$ cat config.mk
export PLATFORM = sky130hd
export DESIGN_NAME = iq_gain_shift
export DESIGN_NICKNAME = d
export VERILOG_FILES = /design/src/rtl/iq_gain_shift.sv
export SDC_FILE = /design/constraint.sdc
export NUM_CORES = 1
export LEC_CHECK = 0
export ABC_AREA = 1
export CAP_MARGIN = 25
export CORE_UTILIZATION = 30
export CTS_CLUSTER_SIZE = 40
export DETAILED_ROUTE_END_ITERATION = 7
export PLACE_DENSITY_LB_ADDON = 0.1
export SLEW_MARGIN = 30
export SYNTH_ARGS = -nofsm -noshare
export SYNTH_HDL_FRONTEND = slang
export SYNTH_SLANG_ARGS = --single-unit
$ cat constraint.sdc
create_clock -name clk -period 5.1 [get_ports clk]
set_clock_uncertainty 0.05 [all_clocks]
set_input_delay 1.02 -clock clk [delete_from_list [all_inputs] [get_ports clk]]
set_output_delay 1.02 -clock clk [all_outputs]
set_load 0.05 [all_outputs]
$ cat src/rtl/iq_gain_shift.sv
// iq_gain_shift: AGC gain stage. Applies a slewed, rate-limited arithmetic
// left shift to a signed I/Q sample stream and saturates the result.
//
// Stream handshake: data_in_valid qualifies data_in_i/q in the cycle it is
// high. There is no ready/backpressure. Every accepted sample appears on
// data_out_i/q with data_out_valid exactly two cycles later. Gaps in the
// valid pattern are reproduced unchanged on the output side.
module iq_gain_shift #(
  parameter int DATA_WIDTH = 16,
  parameter int MAX_SHIFT  = 4,
  parameter int STEP_HOLD  = 1024
) (
  input  logic                         clk,
  input  logic                         reset,
  input  logic [2:0]                   num_shift,
  input  logic                         pkt_busy,
  input  logic signed [DATA_WIDTH-1:0] data_in_i,
  input  logic signed [DATA_WIDTH-1:0] data_in_q,
  input  logic                         data_in_valid,
  output logic signed [DATA_WIDTH-1:0] data_out_i,
  output logic signed [DATA_WIDTH-1:0] data_out_q,
  output logic                         data_out_valid,
  output logic [2:0]                   cur_shift,
  output logic                         sat_pulse,
  output logic [15:0]                  sat_count,
  output logic [1:0]                   fsm_state
);

  localparam int EW = DATA_WIDTH + MAX_SHIFT;
  localparam int HW = (STEP_HOLD > 1) ? $clog2(STEP_HOLD) : 1;
  localparam logic [HW-1:0] HOLD_INIT = HW'(STEP_HOLD - 1);
  localparam logic [2:0] MAX_SHIFT_3 = 3'(MAX_SHIFT);
  localparam logic signed [EW-1:0] SAT_MAX = EW'((2 ** (DATA_WIDTH - 1)) - 1);
  localparam logic signed [EW-1:0] SAT_MIN = -(EW'(2 ** (DATA_WIDTH - 1)));

  typedef enum logic [1:0] {
    IDLE = 2'd0,
    STEP = 2'd1,
    HOLD = 2'd2
  } state_t;

  state_t        state, state_n;
  logic [2:0]    shift_n;
  logic [HW-1:0] hold_cnt, hold_n;
  logic [2:0]    target;

  logic signed [EW-1:0] s1_i, s1_q;
  logic                 s1_valid;

  logic                         clip_i, clip_q;
  logic signed [DATA_WIDTH-1:0] sat_i, sat_q;

  assign fsm_state = state;

  // Requested shift clamped to the largest shift the datapath supports.
  always_comb begin
    target = (num_shift > MAX_SHIFT_3) ? MAX_SHIFT_3 : num_shift;
  end

  // Shift FSM state, applied shift and step hold-off counter.
  always_ff @(posedge clk) begin
    if (reset) begin
      state     <= IDLE;
      cur_shift <= 3'd0;
      hold_cnt  <= '0;
    end else begin
      state     <= state_n;
      cur_shift <= shift_n;
      hold_cnt  <= hold_n;
    end
  end

  // Next-state logic: step one unit toward the target, then hold off for
  // STEP_HOLD cycles. A busy packet only blocks leaving IDLE, so a step that
  // has already started always completes and the hold-off keeps counting.
  always_comb begin
    state_n = state;
    shift_n = cur_shift;
    hold_n  = hold_cnt;
    case (state)
      IDLE: begin
        if ((cur_shift != target) && !pkt_busy && (hold_cnt == '0)) begin
          state_n = STEP;
        end
      end
      STEP: begin
        if (target > cur_shift) begin
          shift_n = cur_shift + 3'd1;
        end else if (target < cur_shift) begin
          shift_n = cur_shift - 3'd1;
        end
        hold_n  = HOLD_INIT;
        state_n = HOLD;
      end
      HOLD: begin
        if (hold_cnt == '0) begin
          state_n = IDLE;
        end else begin
          hold_n = hold_cnt - HW'(1);
        end
      end
      default: begin
        state_n = IDLE;
        hold_n  = '0;
      end
    endcase
  end

  // Stage 1: sign-extend and shift by the gain in force this cycle.
  always_ff @(posedge clk) begin
    if (reset) begin
      s1_i     <= '0;
      s1_q     <= '0;
      s1_valid <= 1'b0;
    end else begin
      s1_valid <= data_in_valid;
      if (data_in_valid) begin
        s1_i <= {{MAX_SHIFT{data_in_i[DATA_WIDTH-1]}}, data_in_i} <<< cur_shift;
        s1_q <= {{MAX_SHIFT{data_in_q[DATA_WIDTH-1]}}, data_in_q} <<< cur_shift;
      end
    end
  end

  // Clip each component independently to the output range.
  always_comb begin
    clip_i = 1'b0;
    clip_q = 1'b0;
    sat_i  = s1_i[DATA_WIDTH-1:0];
    sat_q  = s1_q[DATA_WIDTH-1:0];
    if (s1_i > SAT_MAX) begin
      clip_i = 1'b1;
      sat_i  = SAT_MAX[DATA_WIDTH-1:0];
    end else if (s1_i < SAT_MIN) begin
      clip_i = 1'b1;
      sat_i  = SAT_MIN[DATA_WIDTH-1:0];
    end
    if (s1_q > SAT_MAX) begin
      clip_q = 1'b1;
      sat_q  = SAT_MAX[DATA_WIDTH-1:0];
    end else if (s1_q < SAT_MIN) begin
      clip_q = 1'b1;
      sat_q  = SAT_MIN[DATA_WIDTH-1:0];
    end
  end

  // Stage 2: register saturated output; data holds while not valid.
  always_ff @(posedge clk) begin
    if (reset) begin
      data_out_i     <= '0;
      data_out_q     <= '0;
      data_out_valid <= 1'b0;
      sat_pulse      <= 1'b0;
      sat_count      <= 16'd0;
    end else begin
      data_out_valid <= s1_valid;
      sat_pulse      <= s1_valid && (clip_i || clip_q);
      if (s1_valid) begin
        data_out_i <= sat_i;
        data_out_q <= sat_q;
        if ((clip_i || clip_q) && (sat_count != 16'hFFFF)) begin
          sat_count <= sat_count + 16'd1;
        end
      end
    end
  end

endmodule

Word-level counts from Yosys, hierarchy flattened

Cells that the tools add are included.
Widths: inputs -> output; s select.

$add $sub $neg: 4
Magnitude comparators: 7
Muxes and demuxes: 16
Shift-type cells: 2
Bitwise operators: 1
Reduce and logical (&&, ||, !) cells: 13
$mul: 0
Equality and inequality tests: 7
Divide/modulo/power cells: 0

Operator list:

| kind                  | number |
|---|---|
| $mux 16               | 4 |
| $gt 20x16->1 const B  | 2 |
| $lt 20x16->1 const B  | 2 |
| $sshl 20x3->20        | 2 |
| $pmux 10 s3           | 1 |
| $add 16x1->16 const B | 1 |
| $ne 16x16->1 const B  | 1 |
| $logic_not 10->1      | 1 |
| $mux 10               | 1 |
| $sub 10x1->10 const B | 1 |
| $mux 3                | 3 |
| $reduce_and 2->1      | 4 |
| $ne 2x2->1 const B    | 3 |
| $pmux 2 s3            | 1 |
| $logic_and 1x1->1     | 4 |
| $mux 1                | 4 |
| $mux 2                | 2 |
| $add 3x1->3 const B   | 1 |
| $gt 3x3->1            | 1 |
| $gt 3x3->1 const B    | 1 |
| $lt 3x3->1            | 1 |
| $ne 3x3->1            | 1 |
| $sub 3x1->3 const B   | 1 |
| $eq 2x1->1 const B    | 1 |
| 6 further kinds       | 6 |

Memories: 0
Bits of input ports: 39
Bits in latches: 0
Bits in read-only memories: 0
RAM bits: 0
Output and inout port bits: 55
Flip-flop bits (word level): 106

Depth between registers and ports, before layout

Gate-level depths: netlist of the first run.

Depth in word-level cells: 7
Mapped depth: 13

Least setup slack after synthesis of the first run

Ideal clock, no wire load.

Path type: input to register
Start point: input port num_shift[0]
End point: register cur_shift[2]
Slack: 2181 ps
Setup time: 115 ps
Buffers on the path: 0
Stages: 12
Data arrival time: 2753 ps
Cell sequence: o21ai_0 > and2_1 > ha_1 > nand2_1 > o21ai_0 > nand2_1 > fa_1 > xor2_1 > nor2_1 > nand2_1 > nand2_1 > nor2_1

Word-level cells in the longest chain between the ends: 5
Elaborated cells between the ends (all ways): 7
Classes of those cells: order compare: 3; mux: 2; reduce/logical: 2

RTL lines:

| what                                     | RTL line | source |
|---|---|---|
| from (decl)                              | 15       | `input logic [2:0] num_shift,` |
| $gt 3x3->1                               | 57       | `target = (num_shift > MAX_SHIFT_3) ? MAX_SHIFT_3 : num_shift;` |
| $mux 3 (*)                               | 57       |  |
| $gt 3x3->1 or $lt 3x3->1 (tied branches) | 87, 89   |  |
| $reduce_bool 2->1 (no source line)       | -        |  |
| $reduce_and 2->1 (no source line)        | -        |  |
| to (signal assigned)                     | 68       | `cur_shift <= shift_n;` |
| to (decl)                                | 23       | `output logic [2:0] cur_shift,` |

Mark *: on every way between the ends. The rest lies on a longest branch, timed or not.
A chain may end at the register's enable or synchronous reset.

Worst setup path in the final report of the first run

Start point: input port num_shift[2]
End point: register cur_shift[2]

Same word-level chain as after synthesis.

==> summary.txt, run 1 <==
Status
  – Status: completed

Synth
  – Synth Area in XOR/XNOR: 0.0184
  – FFs w/ async S/R, synth: 0
  – Register area share after synthesis: 0.371
  – Yosys warning total: 0
  – Synth cell types: 37
  – Main combinational cell family by area after synthesis: simple AND/OR/NAND/NOR gates
  – Ys flop type: dfxtp_1
  – Synth Area in Compound Gates: 0.152
  – Number of flops mapped to enable cells by yosys: 0
  – Synth Area in Simple Gates: 0.319
  – Post-synthesis adder-cell area fraction: 0.0232
  – Netlist Area Pre-Place: 5720 µm²
  – Net Count, Synth: 899
  – Cell count after synthesis: 850
  – Syn Area/Cell: 6.73 µm²
  – Mux cell area share after synthesis: 0.0367
  – Cell taking the most area after synthesis: dfxtp_1
  – Synth top area share: 0.371
  – Yosys reg bits: 106
  – Largest cells by area after synthesis: dfxtp_1, nand2_1, a21oi_1

Critical path
  – Endpoint type of the worst setup path: flip-flop
  – Critical Path Source Type: input pin
  – Origin of the critical flop-to-flop path: cur_shift[1]
  – Worst setup path class: input pin to flip-flop
  – R2r setup slk: 2.06 ns
  – RR Endpoint: cur_shift[2]
  – WP data arrival: between 3 and 4 ns
  – Worst reg2reg path depth: 12
  – Crit Path Max Fanout: 3
  – Req. time, crit path: 5.30 ns

Global route
  – First-pass GRT wire length: 25,800 µm
  – Vias in the first global route: 5,044
  – Initial antenna violation count: 0
  – GRT Residual Overflow: 0
  – Pin count of the biggest net entering global routing: 46
  – Total track usage: 0.163

Flow run
  – Max cap viols: 0

Finish
  – Most frequent cells in the layout: nand2_1, dfxtp_1, clkdlybuf4s50_1
  – # nets final: 963
  – Fill cells: 2,079
  – Fin area: 7040 µm²
  – Area Growth Syn to Fin: 23.0%
  – Share of layout cells above drive strength 1: 0.0621
  – Commonest non-fill, non-tap cell in the layout: nand2_1
  – # diodes: 0
  – Final core occ: 0.376

Placed design
  – Buffers on Ports: 93
  – HPWL Detailed: around 11,000 µm
  – Final estimated routing congestion in global placement: a little under 0.8
  – Placement Cell Area: 6760 µm²

STA
  – Slew Limit Fails: 0
  – Rel. slew slack: 0.418
  – Max Freq: 318 MHz
  – Hold Violations, Final: 0
  – Post-route setup TNS: 0 ns
  – Final setup viols: 0
  – Crit share post-route: 0.616
  – RSZ-0062 raised after global routing: false
  – Slew @ Worst Pin: around 0.87 ns
  – Final worst path period need: 3.14 ns

Clock network
  – CTS clk-pin slew, worst paths: approximately 0.070 ns
  – Hold_buf cts: 0
  – H-tree Lvls: 3
  – Root Driver: clkbuf_16
  – Clock latency on the worst-skew pair: 0.35 ns
  – Post-CTS setup buffer count: 0
  – Cts bufs inserted: 9
  – Clock sinks: 106
  – CTS Buffer Depth: 2
  – Cts repair resizes: 0
  – CTS tree: done

Detailed routing
  – Routed len/inst: 13.2 µm
  – Initial DRC Count: 265
  – WL final: around 15,000 µm
  – Routed vias: 5,387
  – Via/cell ratio: about 4.7
  – DRC: 0
  – Antenna Nets Post-Route: 0
  – DR pass1 iterations: 4

Die
  – Die area: 19,600 µm²
  – Starting Density: 0.306
  – # IOs: 94
  – Core area: 18,700 µm²
  – Site row count: 50
  – Die Width: 140 µm
  – Die height: 140 µm

Worst hold path
  – Hold path endpoint: s1_q[1]
  – Worst hold-check path type: flip-flop to flip-flop
  – Hold depth: 2
  – Hold_sp: s1_q[1]

Power and ir drop
  – Power per standard cell area: 421 nW/µm²
  – Peak VDD IR: 0.174 mV
  – Leak Pwr: around 0.0028 µW
[where the power goes]
part           switching (µW)  leakage [µW]  total, µW  internal, µW
registers                81.3      0.000866       1040           955
clock network             329      0.000127        674           345
logic                     830       0.00184       1250           422
total                    1240       0.00283       2960          1720
[worst max-delay path, stage by stage]
cell,delay [ns]
clkdlybuf4s50_1,0.48
o21ai_0,0.10
and2_1,0.15
ha_1,0.28
nand2_1,0.05
o21ai_0,0.30
nand2_1,0.11
fa_1,0.39
xor2_1,0.17
nor2_1,0.14
nand2_1,0.06
nand2_1,0.06
nor2_1,0.04
[worst max-delay path by stage]
stage | startpoint | endpoint | slack (ns) | depth (start not counted)
floorplan | num_shift[0] | cur_shift[2] | 2.18 | 12
finish | num_shift[2] | cur_shift[2] | 1.96 | 13
global placement | num_shift[2] | cur_shift[2] | 1.60 | 13
detailed placement | num_shift[2] | cur_shift[2] | 1.58 | 13
global route | num_shift[0] | cur_shift[2] | 1.66 | 13
CTS | num_shift[2] | cur_shift[2] | 1.95 | 13
[per-layer routing]
| metal | wire length (µm) | GRT usage | part of all wire |
|---|---|---|---|
| met5 | 0 | 0 | 0 |
| met4 | 153 | 0.0353 | 0.010 |
| met3 | 546 | 0.0359 | 0.036 |
| met2 | 6360 | 0.249 | 0.42 |
| met1 | 8170 | 0.232 | 0.54 |
[flip-flops by register name (all words and copies together), names as in the netlist]
name            count
data_out_q         16
hold_cnt           10
s1_i               20
sat_count          16
fsm_state           2
s1_q               20
sat_pulse           1
data_out_valid      1
cur_shift           3
s1_valid            1
data_out_i         16
[cell families (layout without fill, tap and decap cells)]
logic type | Yosys count | count (layout)
simple gates | 425 | 425
compound gates | 167 | 167
buf+inv | 109 | 177
flops | 106 | 106
mux | 21 | 21
xor+xnor | 12 | 12
fa+ha+maj | 10 | 10
[per-stage QoR]
stage	hold slack [ns]	cells	power, µW	worst slack (ns)
6_report	0.413	1152	2960	1.96
5_1_grt	0.430	1152	3210	1.66
4_1_cts	0.414	1152	3010	1.95
3_5_place_dp	0.403	1137	2320	1.58
3_3_place_gp	0.402	1137	2320	1.60
2_1_floorplan	0.391	850	1990	2.18
[area by class of cell]
class / instances / area [µm²] / area share
timing repair buffer: 98 / 963 / 0.137
sequential: 106 / 2120 / 0.302
multi-input combinational: 635 / 3140 / 0.446
inverter: 64 / 240 / 0.0341
clock buffer: 10 / 239 / 0.0340
clock inverter: 5 / 40.0 / 0.00569
tap: 234 / 293 / 0.0416
[cell usage after synthesis (3+ instances only)]
master      n
nand2_1   282
dfxtp_1   106
a21oi_1    68
nand3_1    63
o21ai_0    62
inv_1      60
nor2_1     41
o21ai_1    22
mux2i_1    21
buf_2      20
clkbuf_1   18
or2_2      17
ha_1        9
a31oi_1     7
xnor2_1     7
nand4_1     5
xor2_1      5
a21oi_2     4
buf_1       3
nor2_2      3
nor2_4      3
Note: power is estimated with default switching activity, not from simulation.
==> run 2, diff against run 1 <==
clock period = 3 ns   (was 5.1 ns; I/O delays follow)
==> summary.txt, run 2 (synthesis gave the netlist of run 1 again) <==
Detailed routing
  – Routed vias: 5,435
  – Antenna Nets Post-Route: 0
  – DRC: 0
  – DR pass1 iterations: 5
  – Routed len/inst: 13.5 µm
  – WL final: 15,600 µm
  – Via/cell ratio: around 4.7
  – Initial DRC Count: 324

Global route
  – Initial antenna violation count: 0
  – GRT Residual Overflow: 0
  – First-pass GRT wire length: around 27,000 µm
  – Vias in the first global route: 5,284
  – Pin count of the biggest net entering global routing: 80
  – Total track usage: 0.167

Finish
  – # diodes: 0
  – Most frequent cells in the layout: nand2_1, dfxtp_1, clkdlybuf4s50_1
  – Fill cells: 2,041
  – # nets final: 968
  – Share of layout cells above drive strength 1: 0.0693
  – Commonest non-fill, non-tap cell in the layout: nand2_1
  – Area Growth Syn to Fin: 24.3%
  – Final core occ: 0.380
  – Biggest regs: s1_i: 20 flops, s1_q: 20 flops
  – Final Non-Filler Cells: 1,158
  – Multi-input logic area: 3140 µm²
  – Reg area: 2120 µm²

Critical path
  – Worst setup path class: input pin to flip-flop
  – Crit Path Max Fanout: 2
  – Slowest stage delay, CP: between 0.4 and 0.5 ns
  – R2r setup slk: 0.75 ns
  – Worst reg2reg path depth: 11
  – Endpoint type of the worst setup path: flip-flop
  – Most frequent CP cell: nand2_1
  – WP data arrival: 2.79 ns
  – CP max stage cell: clkdlybuf4s50_1
  – Req. time, crit path: between 3 and 4 ns
  – Buf/Inv on CP: 1
  – Critical Path Source Type: input pin
  – Critical path cell sequence: clkdlybuf4s50_1 > o21ai_0 > and2_1 > ha_1 > nand2_1 > o21ai_0 > nand2_1 > fa_1 > xor2_1 > nor2_1 > nand2_1 > nand2_1 > nor2_1
  – Crit-path leading delay family: adder cells
  – Origin of the critical flop-to-flop path: cur_shift[2]
  – RR Endpoint: cur_shift[2]

Clock network
  – H-tree Lvls: 3
  – CTS clk-pin slew, worst paths: 0.08 ns
  – Root Driver: clkbuf_16
  – Hold_buf cts: 0
  – CTS tree: done
  – CTS Buffer Depth: 2
  – Cts repair resizes: 0
  – Cts bufs inserted: 9
  – Clock sinks: between 100 and 150
  – Post-CTS setup buffer count: 0
  – Clock latency on the worst-skew pair: between 0.3 and 0.4 ns

Die
  – Site row count: 50
  – Die Width: 140 µm
  – Core area: 18,700 µm²
  – Starting Density: 0.306
  – Die height: 140 µm
  – # IOs: 94
  – Die area: ~20,000 µm²

STA
  – Post-route setup TNS: 0 ns
  – Final setup viols: 0
  – Rel. slew slack: 0.387
  – Slew Limit Fails: 0
  – Max Freq: 389 MHz
  – Crit share post-route: 0.857
  – Final worst path period need: approximately 2.6 ns
  – Slew @ Worst Pin: 0.919 ns
  – WHS: about 0.42 ns
  – Hold Violations, Final: 0
  – RSZ-0062 raised after global routing: false

Power and ir drop
  – Tot Pwr: between 5000 and 6000 µW
  – Leak Pwr: a little under 0.003 µW
  – Power per standard cell area: approximately 730 nW/µm²
  – Peak VDD IR: 0.281 mV

Flow run
  – Max cap viols: 0

Placed design
  – Final estimated routing congestion in global placement: about 0.78
  – HPWL Detailed: 11,100 µm
  – Dpl cells: 1,142
  – Buffers on Ports: 93

Worst hold path
  – Hold_sp: s1_q[1]
  – Hold depth: 2
  – Hold path endpoint: s1_q[1]
  – Worst hold-check path type: flip-flop to flip-flop

Status
  – Status: completed
-- run 2: changes by cell type in the layout (fill, tap and decap cells not counted), sizes merged --
cell,change
inv,+4
clkbuf,-1
buf,+6
clkinv,+1
clkdlybuf4s50,-1
clkinvlp,-3
-- run 2: per-stage QoR --
stage               instance area, µm²  setup WS (ns)
CTS                               7110          0.429
detailed placement                6810         0.0364
global route                      7110          0.242
floorplan                         5720          0.188
finish                            7110          0.429
global placement                  6810         0.0375
-- run 2: worst max-delay path by stage --
stage / startpoint / end / cells past startpoint
after floorplan: cur_shift[1] / cur_shift[2] / 13
after global placement: num_shift[0] / cur_shift[2] / 13
after detailed placement: num_shift[0] / cur_shift[2] / 13
after CTS: num_shift[0] / cur_shift[2] / 13
after global routing: num_shift[0] / cur_shift[2] / 13
final: num_shift[0] / cur_shift[2] / 13
-- run 2: layout make-up --
class / count / area share
Clock inverter: 7 / 0.0114
Tap cell: 234 / 0.0412
Multi-Input combinational cell: 635 / 0.442
Inverter: 64 / 0.0338
Clock buffer: 9 / 0.0317
Timing Repair Buffer: 103 / 0.142
Sequential cell: 106 / 0.298
-- run 2: metal layers --
metal	up-vias	wire, µm	GRT usage
met3	15	524	0.0243
met2	99	6520	0.253
met1	2406	8360	0.241
met4	0	220	0.0573
li1	2915	-	-
met5	-	0	0
-- run 2: tightest hold or removal path, delay by kind of cell (launching register included) --
family	cells	cell delay, ns
compound gates	1	0.05
flops	1	0.31
simple gates	1	0.06
-- run 2: report_power, final --
| part | internal [µW] | switching [µW] | leakage, µW |
|---|---|---|---|
| clock | 599 | 643 | 0.000150 |
| combinational | 740 | 1400 | 0.00187 |
| sequential | 1620 | 157 | 0.000866 |
